File: src/rtl/seg7_pkg.sv
// seg7_pkg: shared segment patterns, digit-enable constants and digit index type for seg7_scan3
package seg7_pkg;
    typedef enum logic [1:0] {D0 = 2'd0, D1 = 2'd1, D2 = 2'd2} digit_e;
    // index i holds the gfedcba pattern for decimal digit i
    localparam logic [9:0][6:0] DIGIT_PAT = {7'h6F, 7'h7F, 7'h07, 7'h7D, 7'h6D,
                                             7'h66, 7'h4F, 7'h5B, 7'h06, 7'h3F};
    localparam logic [6:0] SEG_DASH  = 7'h40;
    localparam logic [6:0] SEG_BLANK = 7'h00;
    localparam logic [2:0] AN_D0  = 3'b110;
    localparam logic [2:0] AN_D1  = 3'b101;
    localparam logic [2:0] AN_D2  = 3'b011;
    localparam logic [2:0] AN_OFF = 3'b111;
    function automatic logic [2:0] an_of(digit_e d);
        return d == D0 ? AN_D0 : d == D1 ? AN_D1 : AN_D2;
    endfunction
endpackage

File: src/rtl/seg7_scan3_if.sv
// seg7_scan3_if: BCD digit inputs and multiplexed display outputs of seg7_scan3
interface seg7_scan3_if;
    logic [3:0] bcd0;
    logic [3:0] bcd1;
    logic [3:0] bcd2;
    logic [6:0] seg;
    logic [2:0] an;
    logic       frame;
    modport master (output bcd0, bcd1, bcd2, input seg, an, frame);
    modport slave (input bcd0, bcd1, bcd2, output seg, an, frame);
endinterface

File: src/rtl/bcd_to_seg7.sv
// bcd_to_seg7: combinational BCD to gfedcba decoder; non-decimal codes show a dash
module bcd_to_seg7
    import seg7_pkg::*;
(
    input  logic [3:0] bcd,
    output logic [6:0] seg
);
    always_comb seg = bcd > 4'd9 ? SEG_DASH : DIGIT_PAT[bcd];
endmodule

File: src/rtl/seg7_scan3.sv
// seg7_scan3: 3-digit multiplexed 7-segment scanner with frame-aligned input snapshots.
// Optional macro SEG7_LZB_EN enables leading-zero blanking of digits 2 and 1.
module seg7_scan3
    import seg7_pkg::*;
#(
    parameter int SCAN_DIV = 4
) (
    input  logic          ck,
    input  logic          rs,
    seg7_scan3_if.slave   bus
);
    logic [15:0] div_cnt;
    digit_e      idx;
    logic [3:0]  snap0, snap1, snap2;
    logic [3:0]  cur;
    logic [6:0]  dec;
    logic [6:0]  seg;
    logic [2:0]  an;
    logic        frame;
    logic        tick;
    logic        blank;

    assign tick = div_cnt == 16'(SCAN_DIV - 1);
    assign cur  = idx == D0 ? snap0 : idx == D1 ? snap1 : snap2;

    bcd_to_seg7 u_dec (.bcd(cur), .seg(dec));

`ifdef SEG7_LZB_EN
    // values 10..15 count as nonzero, so only a literal 0 blanks
    assign blank = (idx == D2 && snap2 == 4'd0) || (idx == D1 && snap2 == 4'd0 && snap1 == 4'd0);
`else
    assign blank = 1'b0;
`endif

    always_ff @(posedge ck or negedge rs)
        if (!rs) begin
            div_cnt <= '0;
            idx     <= D0;
            snap0   <= '0;
            snap1   <= '0;
            snap2   <= '0;
            seg     <= SEG_BLANK;
            an      <= AN_OFF;
            frame   <= 1'b0;
        end else begin
            div_cnt <= tick ? '0 : div_cnt + 16'd1;
            if (tick)
                idx <= idx == D2 ? D0 : idx == D0 ? D1 : D2;
            // inputs are sampled only at the frame boundary to avoid tearing
            if (tick && idx == D2) begin
                snap0 <= bus.bcd0;
                snap1 <= bus.bcd1;
                snap2 <= bus.bcd2;
            end
            frame <= tick && idx == D2;
            seg   <= blank ? SEG_BLANK : dec;
            an    <= an_of(idx);
        end

    assign bus.seg   = seg;
    assign bus.an    = an;
    assign bus.frame = frame;
endmodule

File: src/flat_wrapper.sv
// flat-port wrapper written by rule: the top's interface ports become plain ports
module seg7_scan3_flat import seg7_pkg::*;
#(
    parameter int SCAN_DIV = 4
)
  (ck, rs, bus_bcd0, bus_bcd1, bus_bcd2, bus_seg, bus_an, bus_frame);
  seg7_scan3_if bus_i ();
  input  logic ck;
  input  logic rs;
  input wire logic [$bits(bus_i.bcd0)-1:0] bus_bcd0;
  input wire logic [$bits(bus_i.bcd1)-1:0] bus_bcd1;
  input wire logic [$bits(bus_i.bcd2)-1:0] bus_bcd2;
  output wire logic [$bits(bus_i.seg)-1:0] bus_seg;
  output wire logic [$bits(bus_i.an)-1:0] bus_an;
  output wire logic [$bits(bus_i.frame)-1:0] bus_frame;
  assign bus_i.bcd0 = bus_bcd0;
  assign bus_i.bcd1 = bus_bcd1;
  assign bus_i.bcd2 = bus_bcd2;
  assign bus_seg = bus_i.seg;
  assign bus_an = bus_i.an;
  assign bus_frame = bus_i.frame;
  seg7_scan3 #(.SCAN_DIV(SCAN_DIV)) u_core (.ck(ck), .rs(rs), .bus(bus_i));
endmodule
File: config.mk
export PLATFORM = sky130hd
export DESIGN_NAME = seg7_scan3_flat
export DESIGN_NICKNAME = d
export VERILOG_FILES = /design/src/rtl/seg7_pkg.sv /design/src/rtl/seg7_scan3_if.sv /design/src/rtl/bcd_to_seg7.sv /design/src/rtl/seg7_scan3.sv /design/src/flat_wrapper.sv
export SDC_FILE = /design/constraint.sdc
export NUM_CORES = 1
export LEC_CHECK = 0
export ABC_AREA = 1
export CAP_MARGIN = 15
export CORE_ASPECT_RATIO = 0.9
export CORE_UTILIZATION = 55
export DETAILED_ROUTE_END_ITERATION = 12
export GPL_TIMING_DRIVEN = 0
export PLACE_DENSITY = 0.79
export SYNTH_ARGS = -nofsm -noshare
export SYNTH_HDL_FRONTEND = slang
export SYNTH_SLANG_ARGS = --single-unit
File: constraint.sdc
create_clock -name ck -period 3.3 [get_ports ck]
set_input_delay 0.66 -clock ck [delete_from_list [all_inputs] [get_ports ck]]
set_output_delay 0.66 -clock ck [all_outputs]
set_load 0.03 [all_outputs]
==> run_results.csv, run 1 <==
group,metric,value,unit
sta,period_needed,2150,ps
place,post_dp_cell_area,2300,um^2
global_routing,grt_pass1_vias,1408,
die,die-area,3900,um^2
worst_setup_path,crit_path_end_kind,"primary output",
sta,slew_violations,0,
worst_setup_path,critPathMaxFanout,1,
worst_setup_path,worst-path-buf-inv,1,
die,chipHeight,59.3,um
clock_network,cts_tree,"done",
sta,finClkSkew,6.68,ps
die,initial_core_util,0.586,
synth,ys_types,22,
hold_path,hp-class,"primary input to asynchronous set/reset pin",
cells_and_area,diodes,0,
worst_setup_path,crit_chain,"clkdlybuf4s50_1",
worst_setup_path,reg2reg_to,"u_core.bus.seg[3]",
clock_network,cts_resized,0,
clock_network,cts-root-buf,"clkbuf_8",
global_routing,antenna_found_initial,0,
die,die_width,65.7,um
synth,syn_area_per_cell,8.40,um^2
sta,hold_violations,0,
die,core,3430,um^2
cells_and_area,final_common_cell,"nand2_1",
sta,finalSetupTns,0,ps
worst_setup_path,crit_type,"register to primary output",
clock_network,postCtsSetupBuffers,0,
worst_setup_path,crit_start,"u_core.bus.an[0]",
worst_setup_path,worstPathRequired,2640,ps
pwr,power_density,406,nW/um^2
sta,min_period_over_period,0.651,
synth,ys_seq_area_frac,0.513,
synth,yosys_warnings,0,
die,num_rows,20,
cells_and_area,final_cell_mix,"61 x nand2_1, 38 x dfrtp_1, 35 x inv_1, 25 x nand3_1, 23 x clkdlybuf4s50_1",
routing,wl,3.52,mm
clock_network,clk_path_buf_depth,2,
place,gp_congestion,0.850,
die,ios,25,
worst_setup_path,r2r_start,"u_core.idx[1]",
cells_and_area,design_area,2400,um^2
sta,worst_pin_slew,884,ps
global_routing,track_usage,0.224,
clock_network,cts_sinks,41,
cells_and_area,fin_nets,288,
worst_setup_path,cpPeakStageDelay,660,ps
pwr,ir_worst_vdd,303,uV
clock_network,cts_buffers,5,
global_routing,grt-ovfl-total,0,
sta,fmax,466,MHz
routing,via_per_inst,4.90,
synth,syn_area,2010,um^2
worst_setup_path,worstSetupStartpointType,"register",
pwr,p_leak,1.26,nW
worst_setup_path,crit_end,"bus_an[0]",
routing,first_pass_iters,4,
clock_network,path_clk_slew,80,ps
synth,ys_ff_latch,41,
clock_network,cts_hold_buf,0,
global_routing,grt_pass1_wl,6.35,mm
pwr,total_power,0.000974,W
worst_setup_path,rrSetupSlack,1620,ps
cells_and_area,layout-drive-gt1-share,0.125,
place,dp_hpwl,2.57,mm
sta,rsz0062_at_grt,"false",
worst_setup_path,crit_slowest_cell,"clkdlybuf4s50_1",
global_routing,grt_max_degree,42,
place,port_buffers,24,
worst_setup_path,crit_arrival,1490,ps
flow_run,max-cap-violations,0,
sta,slew_headroom,0.411,
status,status,"complete, no violations",
worst_setup_path,cp_num_cells,1,
sta,setup_violations,0,
clock_network,clock_latency,300,ps
synth,syn_inst,239,
clock_network,htreeDepth,2,
worst_setup_path,r2r_cells,10,
routing,drtIter0Drc,100,
routing,routedWlPerCell,11.2,um
routing,vias,1543,
synth,syn_nets,257,
cells_and_area,area_delta_synth_final,19.5,%
routing,final_antenna_net_count,0,
worst_setup_path,crit_family,"buffers and inverters",
routing,drc,0,
synthesized netlist by cell type (all sizes together):
library cell	count	area (um^2)
or2	1	6.26
a21oi	6	30.0
nor2	23	111
a21boi	1	11.3
nor3	7	35.0
xor2	13	114
buf	3	17.5
ha	4	50.1
dfrtp	38	951
nand4	3	18.8
inv	40	150
dfstp	3	78.8
o21ai	4	20.0
nand2	65	259
nand3	28	155
registers in the layout, indices dropped and copies added, names as in the netlist:
signal	cells
u_core.div_cnt	16
u_core.bus.seg	7
u_core.snap0	4
u_core.snap1	4
u_core.snap2	4
u_core.bus.an	3
u_core.idx	2
u_core.bus.frame	1
worst reg2reg max path, stage by stage, from the launching register on:
cell and delay, ps:
dfrtp_1 510, inv_2 130, nand3_1 110, nand2_1 90
nor2_4 120, ha_1 240, inv_1 50, nand4_1 100
nand2_1 90, nor2_1 40, a21oi_1 130
worst min path at each step:
stage                         start           endpoint  slack (ps)
floorplan                        rs   u_core.bus.frame         360
global route        u_core.snap0[2]    u_core.snap0[2]         490
global placement    u_core.snap2[3]    u_core.snap2[3]         450
detailed placement  u_core.snap0[3]    u_core.snap0[3]         460
CTS                 u_core.snap0[3]    u_core.snap0[3]         480
finish                           rs  u_core.div_cnt[0]         480
power breakdown:
group	switching [W]	internal, W	total [W]
Combinational	0.0000524	0.0000402	0.0000926
Clock	0.000169	0.000189	0.000358
Sequential	0.00000653	0.000517	0.000524
logic make-up after synthesis:
group           Yosys count  share of synthesized area
simple gates            127                      0.292
buf+inv                  43                     0.0835
flops                    41                      0.513
xor+xnor                 13                     0.0567
compound gates           11                     0.0305
fa+ha+maj                 4                     0.0249
routing by layer:
| layer | vias up | part of all wire | track usage | routed length (um) |
|---|---|---|---|---|
| met5 | - | 0 | 0 | 0 |
| met4 | 0 | 0.016 | 0.0807 | 57 |
| met3 | 5 | 0.044 | 0.0827 | 154 |
| met2 | 34 | 0.45 | 0.329 | 1580 |
| met1 | 709 | 0.49 | 0.304 | 1730 |
| li1 | 795 | - | - | - |
stage by stage:
step                      utilization  hold slack [ps]  setup slack [ps]  std cells
after floorplan                     -              364              1810        239
after detailed placement        0.670              463              1470        307
after global placement          0.672              452               593        307
final                           0.700              480              1150        315
after CTS                       0.700              482              1140        315
after global routing            0.700              490              1100        315
layout make-up:
class	count	area (um^2)
Buffer	3	17.5
Fill cell	273	1030
Inverter	40	150
Tap cell	44	55.1
Clock inverter	1	5.00
Multi-Input combinational cell	155	811
Clock buffer	7	96.3
Sequential cell	41	1030
Timing Repair Buffer	24	235
Note: power is estimated with default switching activity, not from simulation.
==> run 2: changes to the inputs <==
clock period = 2.05 ns   (was 3.3 ns; I/O delays follow)
==> results of run 2 <==
The final DEF is identical to that of run 1. Status: complete, no violations.
Among the figures that moved: setup slack after placement 1470 ps -> 407 ps; setup slack after layout 1150 ps -> 153 ps; hold slack 480 ps -> 233 ps; register-to-register setup slack 1620 ps -> 370 ps; total power 0.000974 W -> 0.00157 W; worst IR drop on VDD 303 uV -> 488 uV
==> run 3: changes to the inputs <==
CORE_UTILIZATION = 35   (was 55)
PLACE_DENSITY = default   (was 0.79)
TNS_END_PERCENT = 100   (was default)
clock period = 2.3 ns   (was 2.05 ns; I/O delays follow)
==> run 3 against run 2 <==
Flip-flop and latch count unchanged. Clock-buffer cell count increased by 1. Die area increased by 55%. Clock power shrank 16%. Critical path depth is the same. Non-clock buffer count is 2 higher. First-iteration DRC count fell by 46%. Global-route usage fell by 8.3 points. Combinational power is 7% lower. Total power down 12%. Critical path type unchanged.
==> run_results.csv, run 3 (synthesis gave the netlist of run 1 again) <==
group,metric,value,unit
status,status,"complete, no violations",
global_routing,grt_pass1_wl,6.42,mm
flow_run,max-cap-violations,0,
worst_setup_path,r2r_cells,10,
worst_setup_path,crit_arrival,1500,ps
worst_setup_path,crit_slowest_cell,"clkdlybuf4s50_1",
place,dpl.cell_count,331,
clock_network,path_clk_slew,80,ps
clock_network,clock_latency,290,ps
cells_and_area,instances_no_fill,340,
place,port_buffers,24,
worst_setup_path,reg2reg_to,"u_core.bus.seg[3]",
cells_and_area,fillers,556,
cells_and_area,layout-drive-gt1-share,0.121,
worst_setup_path,cpPeakStageDelay,670,ps
sta,setup_violations,0,
pwr,swShare,0.236,
routing,first_pass_iters,4,
clock_network,cts_sinks,41,
global_routing,track_usage,0.141,
global_routing,antenna_found_initial,0,
hold_path,hold_end,"u_core.snap1[0]",
place,dp_hpwl,2.69,mm
sta,slew_headroom,0.661,
cells_and_area,regArea,1030,um^2
routing,routedWlPerCell,10.6,um
hold_path,hp-class,"register to register",
clock_network,cts_tree,"done",
worst_setup_path,crit_chain,"clkdlybuf4s50_1",
die,num_rows,25,
cells_and_area,area_delta_synth_final,21.9,%
sta,period_needed,1960,ps
clock_network,cts-root-buf,"clkbuf_8",
worst_setup_path,worstPathRequired,1840,ps
pwr,comb_power_share,0.101,
sta,fmax,509,MHz
clock_network,htreeDepth,2,
sta,slew_violations,0,
hold_path,worstHoldStart,"u_core.snap1[0]",
worst_setup_path,critPathMaxFanout,1,
cells_and_area,multi_input_area,811,um^2
hold_path,worstHoldPathCells,2,
die,chipHeight,73.9,um
routing,drc,0,
pwr,intPower,0.00105,W
worst_setup_path,crit_family,"buffers and inverters",
die,core,5380,um^2
sta,setup_slack,337,ps
sta,finClkSkew,12.3,ps
worst_setup_path,crit_path_end_kind,"primary output",
cells_and_area,largest_register_ffs,16,
cells_and_area,final_common_cell,"nand2_1",
worst_setup_path,rrSetupSlack,610,ps
die,initial_core_util,0.373,
worst_setup_path,worstSetupStartpointType,"register",
die,die-area,6050,um^2
routing,drtIter0Drc,54,
pwr,switching_power,0.000325,W
die,die_width,81.8,um
global_routing,grt_pass1_vias,1444,
pwr,p_leak,1.26,nW
pwr,p_seq_frac,0.547,
pwr,ir_worst_vdd,267,uV
cells_and_area,final_cell_mix,"61 x nand2_1, 38 x dfrtp_1, 35 x inv_1, 25 x nand3_1, 23 x clkdlybuf4s50_1",
global_routing,grt-ovfl-total,0,
die,ios,25,
place,pre_cts_slack,625,ps
sta,worst_pin_slew,504,ps
cells_and_area,top_register,"u_core.div_cnt",
place,gp_congestion,0.812,
worst_setup_path,crit_type,"register to primary output",
clock_network,clk_path_buf_depth,2,
routing,final_antenna_net_count,0,
cells_and_area,fin_nets,290,
routing,vias,1524,
clock_network,cts_buffers,5,
pwr,power_density,561,nW/um^2
sta,finalSetupTns,0,ps
routing,wl,3.60,mm
global_routing,grt_max_degree,41,
routing,via_per_inst,4.48,
pwr,power.share.clock,0.352,
cells_and_area,top_regs,"u_core.div_cnt x16, u_core.bus.seg x7",
sta,hold_violations,0,
cells_and_area,diodes,0,
sta,rsz0062_at_grt,"false",
worst_setup_path,r2r_start,"u_core.idx[1]",
sta,min_period_over_period,0.853,
worst_setup_path,worst-path-buf-inv,1,
-- run 3: cell types whose count changed in the layout (fill, tap and decap cells not counted), sizes merged --
cell and delta:
buf +1, dlygate4sd3 +1, clkinv -1, clkbuf +1
-- run 3: worst max path at each step --
| stage | startpoint | depth (start not counted) | slack (ps) | end |
|---|---|---|---|---|
| 3_5_place_dp | u_core.div_cnt[0] | 9 | 630 | u_core.snap2[3] |
| 5_1_grt | u_core.bus.an[1] | 1 | 300 | bus_an[1] |
| 2_1_floorplan | u_core.idx[1] | 10 | 810 | u_core.bus.seg[3] |
| 6_report | u_core.bus.an[1] | 1 | 340 | bus_an[1] |
| 4_1_cts | u_core.bus.an[1] | 1 | 330 | bus_an[1] |
| 3_3_place_gp | rs | 1 | -290 | u_core.bus.seg[5] |
-- run 3: metal layers --
layer  vias to the layer above  global-route usage  routed length [um]
li1                        800                   -                   -
met1                       692               0.197                2000
met2                        26               0.203                1390
met3                         6              0.0460                 165
met4                         0              0.0448                  42
met5                         -                   0                   0
-- run 3: worst register-to-register path, cell delays in order, from the launching register on --
cell and delay [ps]:
dfrtp_1 470, inv_2 150, nand3_1 100, nand2_1 120, nor2_4 50, ha_1 280
inv_1 50, nand4_1 130, nand2_1 100, nor2_1 40, a21oi_1 110
-- run 3: area by class of cell --
class	instances	share of cell area
Inverter	40	0.0613
Multi-Input combinational cell	155	0.331
Clock buffer	8	0.0368
Timing Repair Buffer	26	0.108
Buffer	3	0.00716
Sequential cell	41	0.421
Tap cell	67	0.0343
-- run 3: stage by stage --
stage	util	power (W)	cell area, um^2	hold slack (ps)
global route	0.455	0.00143	2450	510
detailed placement	0.436	0.000905	2350	271
CTS	0.455	0.00139	2450	483
floorplan	-	0.000834	2010	164
global placement	0.433	0.000900	2330	458
finish	0.455	0.00137	2450	475
-- run 3: repair_timing --
| action | in CTS | in global routing |
|---|---|---|
| hold endpoints to repair | 1 | 0 |
| hold buffers | 1 | 0 |
| buffers inserted | 0 | 0 |
| gates resized for setup | 0 | 0 |
-- run 3: power by group through the flow --
stage          clock (W)  combinational, W  sequential [W]
3_5_place_dp           0          0.000140        0.000765
6_report        0.000484          0.000138        0.000751
4_1_cts         0.000498          0.000141        0.000751
2_1_floorplan          0         0.0000476        0.000786
3_3_place_gp           0          0.000135        0.000765
5_1_grt         0.000523          0.000157        0.000754
